--- src/rtl/slice_adder_pkg.sv ---
// Shared state encoding and slice-count helper for the slice-serial adder.
package slice_adder_pkg;

  localparam logic [1:0] IDLE = 2'd0;
  localparam logic [1:0] RUN  = 2'd1;
  localparam logic [1:0] DONE = 2'd2;

  function automatic int nslice(input int width, input int slice);
    return width / slice;
  endfunction

endpackage

--- src/rtl/slice_add.sv ---
// Combinational SLICE-bit adder; c_msb is the carry into its top bit, used for signed overflow.
module slice_add #(
  parameter int SLICE = 4
) (
  input  logic [SLICE-1:0] a,
  input  logic [SLICE-1:0] b,
  input  logic             cin,
  output logic [SLICE-1:0] sum,
  output logic             cout,
  output logic             c_msb
);

  logic [SLICE:0] full;

  assign full  = {1'b0, a} + {1'b0, b} + {{SLICE{1'b0}}, cin};
  assign sum   = full[SLICE-1:0];
  assign cout  = full[SLICE];
  // top sum bit = a ^ b ^ carry-in, so the carry-in falls out by xor
  assign c_msb = a[SLICE-1] ^ b[SLICE-1] ^ full[SLICE-1];

endmodule

--- src/rtl/slice_adder_seq.sv ---
// Slice-serial adder/subtractor: WIDTH bits processed SLICE bits per clock, LSB first.
// Define SLICE_ADDER_FLAGS_EN to add the registered zero/negative result flags.
//
// state | meaning
// IDLE  | in_ready=1, waiting for an operand pair
// RUN   | adding one slice per clock, carry held in carry_q
// DONE  | out_valid=1, result held until out_ready
module slice_adder_seq
  import slice_adder_pkg::*;
#(
  parameter int WIDTH = 8,
  parameter int SLICE = 4
) (
  input  logic             clk,
  input  logic             rst_n,
  input  logic             in_valid,
  output logic             in_ready,
  input  logic [WIDTH-1:0] a,
  input  logic [WIDTH-1:0] b,
  input  logic             carry_in,
  input  logic             sub,
  output logic             out_valid,
  input  logic             out_ready,
  output logic [WIDTH-1:0] sum,
  output logic             carry_out,
  output logic             overflow
`ifdef SLICE_ADDER_FLAGS_EN
  ,
  output logic             zero,
  output logic             negative
`endif
);

  localparam int NSLICE = nslice(WIDTH, SLICE);
  localparam int CW = (NSLICE > 1) ? $clog2(NSLICE) : 1;
  localparam logic [CW-1:0] LAST = CW'(NSLICE - 1);

  generate
    if (SLICE < 1 || (WIDTH % SLICE) != 0) begin : g_bad_slice
      $error("slice_adder_seq: WIDTH must be a positive multiple of SLICE");
    end
  endgenerate

  logic [1:0]       state_q, state_d;
  logic [CW-1:0]    cnt_q, cnt_d;
  logic             carry_q, carry_d;
  logic [WIDTH-1:0] a_q, a_d, b_q, b_d;
  logic [WIDTH-1:0] sum_q, sum_d;
  logic             cout_q, cout_d;
  logic             ovf_q, ovf_d;
`ifdef SLICE_ADDER_FLAGS_EN
  logic             zero_q, zero_d;
  logic             neg_q, neg_d;
`endif

  int               base;
  logic [SLICE-1:0] sl_a, sl_b, sl_sum;
  logic             sl_cout, sl_cmsb;

  always_comb begin
    base = int'(cnt_q) * SLICE;
    sl_a = a_q[base +: SLICE];
    sl_b = b_q[base +: SLICE];
  end

  slice_add #(.SLICE(SLICE)) u_slice_add (
    .a     (sl_a),
    .b     (sl_b),
    .cin   (carry_q),
    .sum   (sl_sum),
    .cout  (sl_cout),
    .c_msb (sl_cmsb)
  );

  always_comb begin
    state_d = state_q;
    cnt_d   = cnt_q;
    carry_d = carry_q;
    a_d     = a_q;
    b_d     = b_q;
    sum_d   = sum_q;
    cout_d  = cout_q;
    ovf_d   = ovf_q;
`ifdef SLICE_ADDER_FLAGS_EN
    zero_d  = zero_q;
    neg_d   = neg_q;
`endif
    case (state_q)
      IDLE: begin
        if (in_valid) begin
          a_d     = a;
          b_d     = sub ? ~b : b;
          carry_d = carry_in;
          cnt_d   = '0;
          state_d = RUN;
        end
      end
      RUN: begin
        sum_d[base +: SLICE] = sl_sum;
        carry_d = sl_cout;
        cnt_d   = cnt_q + CW'(1);
        if (cnt_q == LAST) begin
          cout_d  = sl_cout;
          ovf_d   = sl_cmsb ^ sl_cout;
`ifdef SLICE_ADDER_FLAGS_EN
          zero_d  = (sum_d == '0);
          neg_d   = sum_d[WIDTH-1];
`endif
          state_d = DONE;
        end
      end
      DONE: begin
        if (out_ready) state_d = IDLE;
      end
      default: state_d = IDLE;
    endcase
  end

  always_ff @(posedge clk) begin
    if (!rst_n) begin
      state_q <= IDLE;
      cnt_q   <= '0;
      carry_q <= 1'b0;
      a_q     <= '0;
      b_q     <= '0;
      sum_q   <= '0;
      cout_q  <= 1'b0;
      ovf_q   <= 1'b0;
`ifdef SLICE_ADDER_FLAGS_EN
      zero_q  <= 1'b0;
      neg_q   <= 1'b0;
`endif
    end else begin
      state_q <= state_d;
      cnt_q   <= cnt_d;
      carry_q <= carry_d;
      a_q     <= a_d;
      b_q     <= b_d;
      sum_q   <= sum_d;
      cout_q  <= cout_d;
      ovf_q   <= ovf_d;
`ifdef SLICE_ADDER_FLAGS_EN
      zero_q  <= zero_d;
      neg_q   <= neg_d;
`endif
    end
  end

  assign in_ready  = (state_q == IDLE);
  assign out_valid = (state_q == DONE);
  assign sum       = sum_q;
  assign carry_out = cout_q;
  assign overflow  = ovf_q;
`ifdef SLICE_ADDER_FLAGS_EN
  assign zero      = zero_q;
  assign negative  = neg_q;
`endif

endmodule
--- config.mk ---
export PLATFORM = sky130hd
export DESIGN_NAME = slice_adder_seq
export DESIGN_NICKNAME = d
export VERILOG_FILES = /design/src/rtl/slice_adder_pkg.sv /design/src/rtl/slice_add.sv /design/src/rtl/slice_adder_seq.sv
export SDC_FILE = /design/constraint.sdc
export NUM_CORES = 1
export LEC_CHECK = 0
export ABC_AREA = 1
export CORE_UTILIZATION = 50
export DETAILED_ROUTE_END_ITERATION = 12
export GPL_ROUTABILITY_DRIVEN = 0
export PLACE_DENSITY_LB_ADDON = 0.05
export SYNTH_ARGS = -nofsm -noshare
export SYNTH_HDL_FRONTEND = slang
export SYNTH_SLANG_ARGS = --single-unit
--- constraint.sdc ---
create_clock -name clk -period 2.5 [get_ports clk]
set_input_delay 0.25 -clock clk [delete_from_list [all_inputs] [get_ports clk]]
set_output_delay 0.25 -clock clk [all_outputs]
set_load 0.05 [all_outputs]
==> reports/results.ini, run 1 <==
[timing]
skew_ns = 0.00556
rsz0062_at_grt = false
slew_headroom_pct = 67.0
slew_viol_final = 0
fmax_mhz = 454
setup_viol = 0
hold_viol_final = 0
min_period_ns = 2.20
setup_tns_ns = 0
hold_ws_ns = 0.463
final.setup.worst_slack_ns = 0.296
worst_pin_slew_ns = 0.493
finalCritPeriodShare_pct = 88.2

[layout]
final_common_cell = nand2_1
regArea_sq_um = 601
instances_no_fill = 262
drive_gt1_share_pct = 11.7
nets = 259
final_cell_mix = nand2_1, clkdlybuf4s50_1, nor2_1, dfxtp_1, inv_1
fillers = 279
multiInputGateArea_sq_um = 796
post-route-util_pct = 67.8
antennaDiodeCount = 0
area_growth_pct = 24.9

[hold_path]
holdPathEnd = b_q[2]
min_path_cells = 2
min_path_type = reg -> reg
min_from = b_q[2]

[pwr]
power_leakage_nw = 0.840
p_per_area_nw_per_um2 = 594
vdd_drop_max_mv = 0.389

[clocking]
ctsResizeCount = 0
cts_tree = built
numCtsBuffers = 5
cts-root-buf = clkbuf_4
cts_buffer_depth = 2
clk_latency_ns = 0.33
cts_hold_buffers = 0
post-cts-setup-buffer-count = 0
cts_sinks = 30
h-tree-depth = 2
clk_pin_slew_ns = 0.09

[global_route]
grt_pass1_wl_um = 5690
grt-ovfl-total = 0
grt_max_degree = 19
track_usage_pct = 22.3
antenna_found_initial = 0
grt_pass1_vias = 1354

[detailed_routing]
vias = 1346
drtAntennaViolNets = 0
avgRoutedWirePerCell_um = 11.8
wl_um = 3100
drtIter0Drc = 42
via_per_inst = 5.14
drc = 3
first_pass_iters = 8

[place]
post-place-ws_ns = 0.312
place_hpwl_um = 2350
io_buffers = 33
place_inst = 256

[critical_path]
worstSetupPathType = reg -> reg
path_cells = o21ai_0 > fa_1 > fa_1 > nand3_1 > nand3_1 > nand2_1 > nand3_1 > nand2_1 > inv_1
worstPathArrival_ns = 2.44
r2r_end = overflow
rr_startpoint = cnt_q
critPathLaunchType = flop
end_kind = flop
crit_slowest_cell = dfxtp_1
slowest_delay_ns = 0.57
regToRegSetupSlack_ns = 0.30
r2r_cells = 9
worstPathMaxFanout = 14
required_ns = 2.73
crit_top_cell = nand3_1

[synth]
ys_ff_latch = 30
synthCells = 197
synth_cell_type_count = 25
syn_area_sq_um = 1540
seq_area_frac_synth_pct = 39.1
synthFlopType = dfxtp_1
synth-edff-count = 0
syn_nets = 224
postSynthAreaPerCell_sq_um = 7.79
yosysWarnings = 0
synth_async_sr_flop_share_pct = 0

[die]
core-area_sq_um = 2830
die_h_um = 57.4
die-area_sq_um = 3300
pin_count = 34
die-width_um = 57.4
initial_utilization_pct = 54.3
row_count = 19

[outcome]
outcome = complete, but fails checks
failed_checks = design-rule violations

[flow_run]
maxCapViolCount = 0

area by class of cell:
class,count,area share (%)
Sequential cell,30,31.3
Clock buffer,6,2.68
Timing Repair Buffer,35,18.0
Inverter,22,4.44
Tap cell,31,2.02
Multi-Input combinational cell,138,41.5
Yosys cell counts, types with 3 or more instances:
master | count | share of area (%)
nand3_1 | 9 | 2.9
a21oi_1 | 12 | 3.9
ha_1 | 3 | 2.4
o21ai_0 | 13 | 4.2
o21ai_1 | 8 | 2.6
inv_2 | 6 | 1.5
dfxtp_1 | 30 | 39
buf_2 | 4 | 1.3
inv_1 | 15 | 3.7
xnor2_1 | 4 | 2.3
nor2_1 | 30 | 7.3
xor2_1 | 5 | 2.9
nand2_4 | 3 | 2.2
nand2_1 | 37 | 9.0
a211oi_2 | 4 | 3.3
stage by stage:
step           power, W  instance area (sq um)
2_1_floorplan  0.000773                   1540
3_3_place_gp   0.000854                   1870
3_5_place_dp   0.000864                   1870
4_1_cts         0.00115                   1920
5_1_grt         0.00120                   1920
6_report        0.00114                   1920
how the worst max path moves through the flow:
| stage | endpoint | cells past startpoint | start |
|---|---|---|---|
| 2_1_floorplan | overflow | 10 | cnt_q |
| 3_3_place_gp | overflow | 11 | cnt_q |
| 3_5_place_dp | overflow | 11 | cnt_q |
| 4_1_cts | overflow | 11 | cnt_q |
| 5_1_grt | overflow | 12 | cnt_q |
| 6_report | overflow | 9 | cnt_q |
sequential cells by signal (all words and copies together) (netlist names):
name,flops
cnt_q,1
overflow,1
sum,8
a_q,8
carry_out,1
state_q,2
b_q,8
carry_q,1
critical path: cells and delay by family (launching register included):
family                     cells  cell delay [ns]
DFF                            1             0.57
adders and majority gates      2             0.90
buffers and inverters          1             0.03
and+or+nand+nor                5             0.42
AOI/OAI and AO/OA              1             0.20
layer usage:
metal,share of wire [%],vias to the layer above,global-route usage [%]
li1,-,696,-
met1,44,618,26.0
met3,3.8,7,4.99
met5,0,-,0
met4,1.5,0,7.67
met2,51,25,40.0
power by group:
group | total, W | switching (W) | internal [W]
sequential | 0.000540 | 0.0000234 | 0.000517
clock | 0.000287 | 0.000160 | 0.000127
combinational | 0.000313 | 0.000187 | 0.000125
kinds of logic after synthesis:
logic type | count (synthesis) | synth area share (%)
DFF | 30 | 39.1
AOI/OAI and AO/OA | 40 | 15.4
adders and majority gates | 5 | 5.05
xor gates and xnor gates | 9 | 5.13
and+or+nand+nor | 84 | 26.2
buffers and inverters | 29 | 9.05
(Power assumes the default switching activity.)
==> run 2, diff against run 1 <==
Settings changed: SLEW_MARGIN from default to 30.
==> results of run 2 <==
No change in the layout: final DEF, timing and power equal those of run 1.
==> run 3, diff against run 2 <==
Settings changed: CORE_UTILIZATION 50 to 40, PLACE_DENSITY from default to 0.65, PLACE_DENSITY_LB_ADDON 0.05 to default.
==> run 3 against run 2 <==
Compared with the run above: the run now ends clean; setup slack improved by 0.055 ns; core utilization is 14 points lower; clock skew down 0.0013 ns; register-to-register slack gained 0.06 ns; routed wire length is 5.2% lower; critical path type unchanged; clock power is 39% higher; cell count grew 7.3%.
==> reports/results.ini, run 3 (same netlist as run 1, synthesis figures left out) <==
[critical_path]
crit_slowest_cell = dfxtp_1
regToRegSetupSlack_ns = 0.35  ; +0.06 ns
crit_top_cell = nand3_1
rr_startpoint = cnt_q
r2r_cells = 9  ; unchanged
r2r_end = overflow
path_cells = o21ai_0 > fa_1 > fa_1 > nand3_1 > nand3_1 > nand2_1 > nand3_1 > nand2_1 > inv_1
required_ns = 2.68  ; -0.05 ns
worstSetupPathType = reg -> reg
worstPathMaxFanout = 14  ; unchanged
end_kind = flop
slowest_delay_ns = 0.56  ; about the same
worstPathArrival_ns = 2.33  ; -0.11 ns
critPathLaunchType = flop

[layout]
antennaDiodeCount = 0  ; unchanged
nets = 259  ; unchanged
fillers = 382  ; +37%
drive_gt1_share_pct = 12.0  ; +0.33 points
final_cell_mix = nand2_1, clkdlybuf4s50_1, nor2_1, dfxtp_1, inv_1
final_common_cell = nand2_1
area_growth_pct = 28.9

[outcome]
outcome = finished clean

[timing]
setup_viol = 0  ; unchanged
hold_viol_final = 0  ; unchanged
rsz0062_at_grt = false
hold_ws_ns = 0.447  ; -0.0169 ns
skew_ns = 0.00428  ; -0.00128 ns
finalCritPeriodShare_pct = 86.0  ; -2.2 points
min_period_ns = 2.15  ; -0.0550 ns
fmax_mhz = 465  ; +2.6%
setup_tns_ns = 0  ; unchanged
worst_pin_slew_ns = 0.498  ; +0.00463 ns
slew_headroom_pct = 66.7  ; -0.31 points
slew_viol_final = 0  ; unchanged

[clocking]
h-tree-depth = 2  ; unchanged
clk_latency_ns = 0.28  ; -0.05 ns
cts_sinks = 30  ; unchanged
clk_pin_slew_ns = 0.06  ; -0.03 ns
ctsResizeCount = 0  ; unchanged
post-cts-setup-buffer-count = 0  ; unchanged
cts_buffer_depth = 2  ; unchanged
cts_hold_buffers = 0  ; unchanged
cts-root-buf = clkbuf_8
numCtsBuffers = 5  ; unchanged
cts_tree = built

[die]
die-area_sq_um = 4090  ; +24%
pin_count = 34  ; unchanged
initial_utilization_pct = 41.9  ; -12 points
core-area_sq_um = 3660  ; +29%
die-width_um = 64.0  ; +11%
die_h_um = 64.0  ; +11%
row_count = 22  ; +3

[detailed_routing]
wl_um = 2940  ; -5.2%
via_per_inst = 4.67  ; -9.1%
vias = 1312  ; -2.5%
drtIter0Drc = 34  ; -19%
avgRoutedWirePerCell_um = 10.5  ; -12%
first_pass_iters = 4  ; -4
drtAntennaViolNets = 0  ; unchanged
drc = 0  ; -3

[global_route]
grt-ovfl-total = 0  ; unchanged
grt_pass1_vias = 1239  ; -8.5%
track_usage_pct = 17.0  ; -5.3 points
grt_max_degree = 20  ; +1
grt_pass1_wl_um = 5320  ; -6.4%
antenna_found_initial = 0  ; unchanged

[hold_path]
min_from = b_q[1]
holdPathEnd = b_q[1]
min_path_type = reg -> reg
min_path_cells = 2  ; unchanged

[flow_run]
maxCapViolCount = 0  ; unchanged

[pwr]
vdd_drop_max_mv = 0.299  ; -23%
power_leakage_nw = 0.858  ; +2.1%
p_per_area_nw_per_um2 = 631  ; +6.1%

[place]
io_buffers = 33  ; unchanged
place_hpwl_um = 2170  ; -7.8%

[run 3: cell types whose count changed in the layout (fill, tap and decap cells not counted)]
| cell | before | now |
|---|---|---|
| clkbuf_8 | 1 | 6 |
| clkbuf_4 | 5 | 0 |
| clkbuf_1 | 0 | 1 |
| clkinv_2 | 0 | 1 |
[run 3: critical path: cells and delay by family, from the launching register on]
family	cells	cell delay [ns]
flip-flops	1	0.56
adder cells (fa/ha/maj)	2	0.87
AO/OA/AOI/OAI	1	0.19
buffers and inverters	1	0.03
AND/OR/NAND/NOR	5	0.40
[run 3: power breakdown]
group,switching (W),internal [W]
Sequential,0.0000234,0.000518
Clock,0.000179,0.000222
Combinational,0.000182,0.000125
[run 3: layout make-up]
type                            count  area, sq um  area share (%)
Clock buffer                        7         86.3            4.36
Clock inverter                      1         5.00           0.253
Timing Repair Buffer               35          345            17.5
Tap cell                           48         60.1            3.04
Sequential cell                    30          601            30.4
Multi-Input combinational cell    138          796            40.2
Inverter                           22         85.1            4.30
[run 3: metrics by stage]
step	area, sq um	instances	util [%]	total power, W	worst slack [ns]
2_1_floorplan	1540	197	-	0.000773	0.397
3_3_place_gp	1890	273	51.5	0.000860	0.401
3_5_place_dp	1890	273	51.5	0.000860	0.355
4_1_cts	1980	281	54.0	0.00126	0.341
5_1_grt	1980	281	54.0	0.00132	0.179
6_report	1980	281	54.0	0.00125	0.351
[run 3: worst max-delay path by stage]
stage / cells after the start / slack, ns / startpoint / endpoint
2_1_floorplan: 10 / 0.40 / cnt_q / overflow
3_3_place_gp: 11 / 0.40 / cnt_q / overflow
3_5_place_dp: 11 / 0.36 / cnt_q / overflow
4_1_cts: 11 / 0.34 / cnt_q / overflow
5_1_grt: 12 / 0.18 / cnt_q / overflow
6_report: 9 / 0.35 / cnt_q / overflow
[run 3: per-layer routing]
| layer | share of wire, % | GRT usage, % | vias to the layer above |
|---|---|---|---|
| li1 | - | - | 696 |
| met1 | 51 | 22.3 | 579 |
| met2 | 41 | 25.3 | 31 |
| met3 | 6.4 | 6.07 | 6 |
| met4 | 1.7 | 6.82 | 0 |
| met5 | 0 | 0 | - |
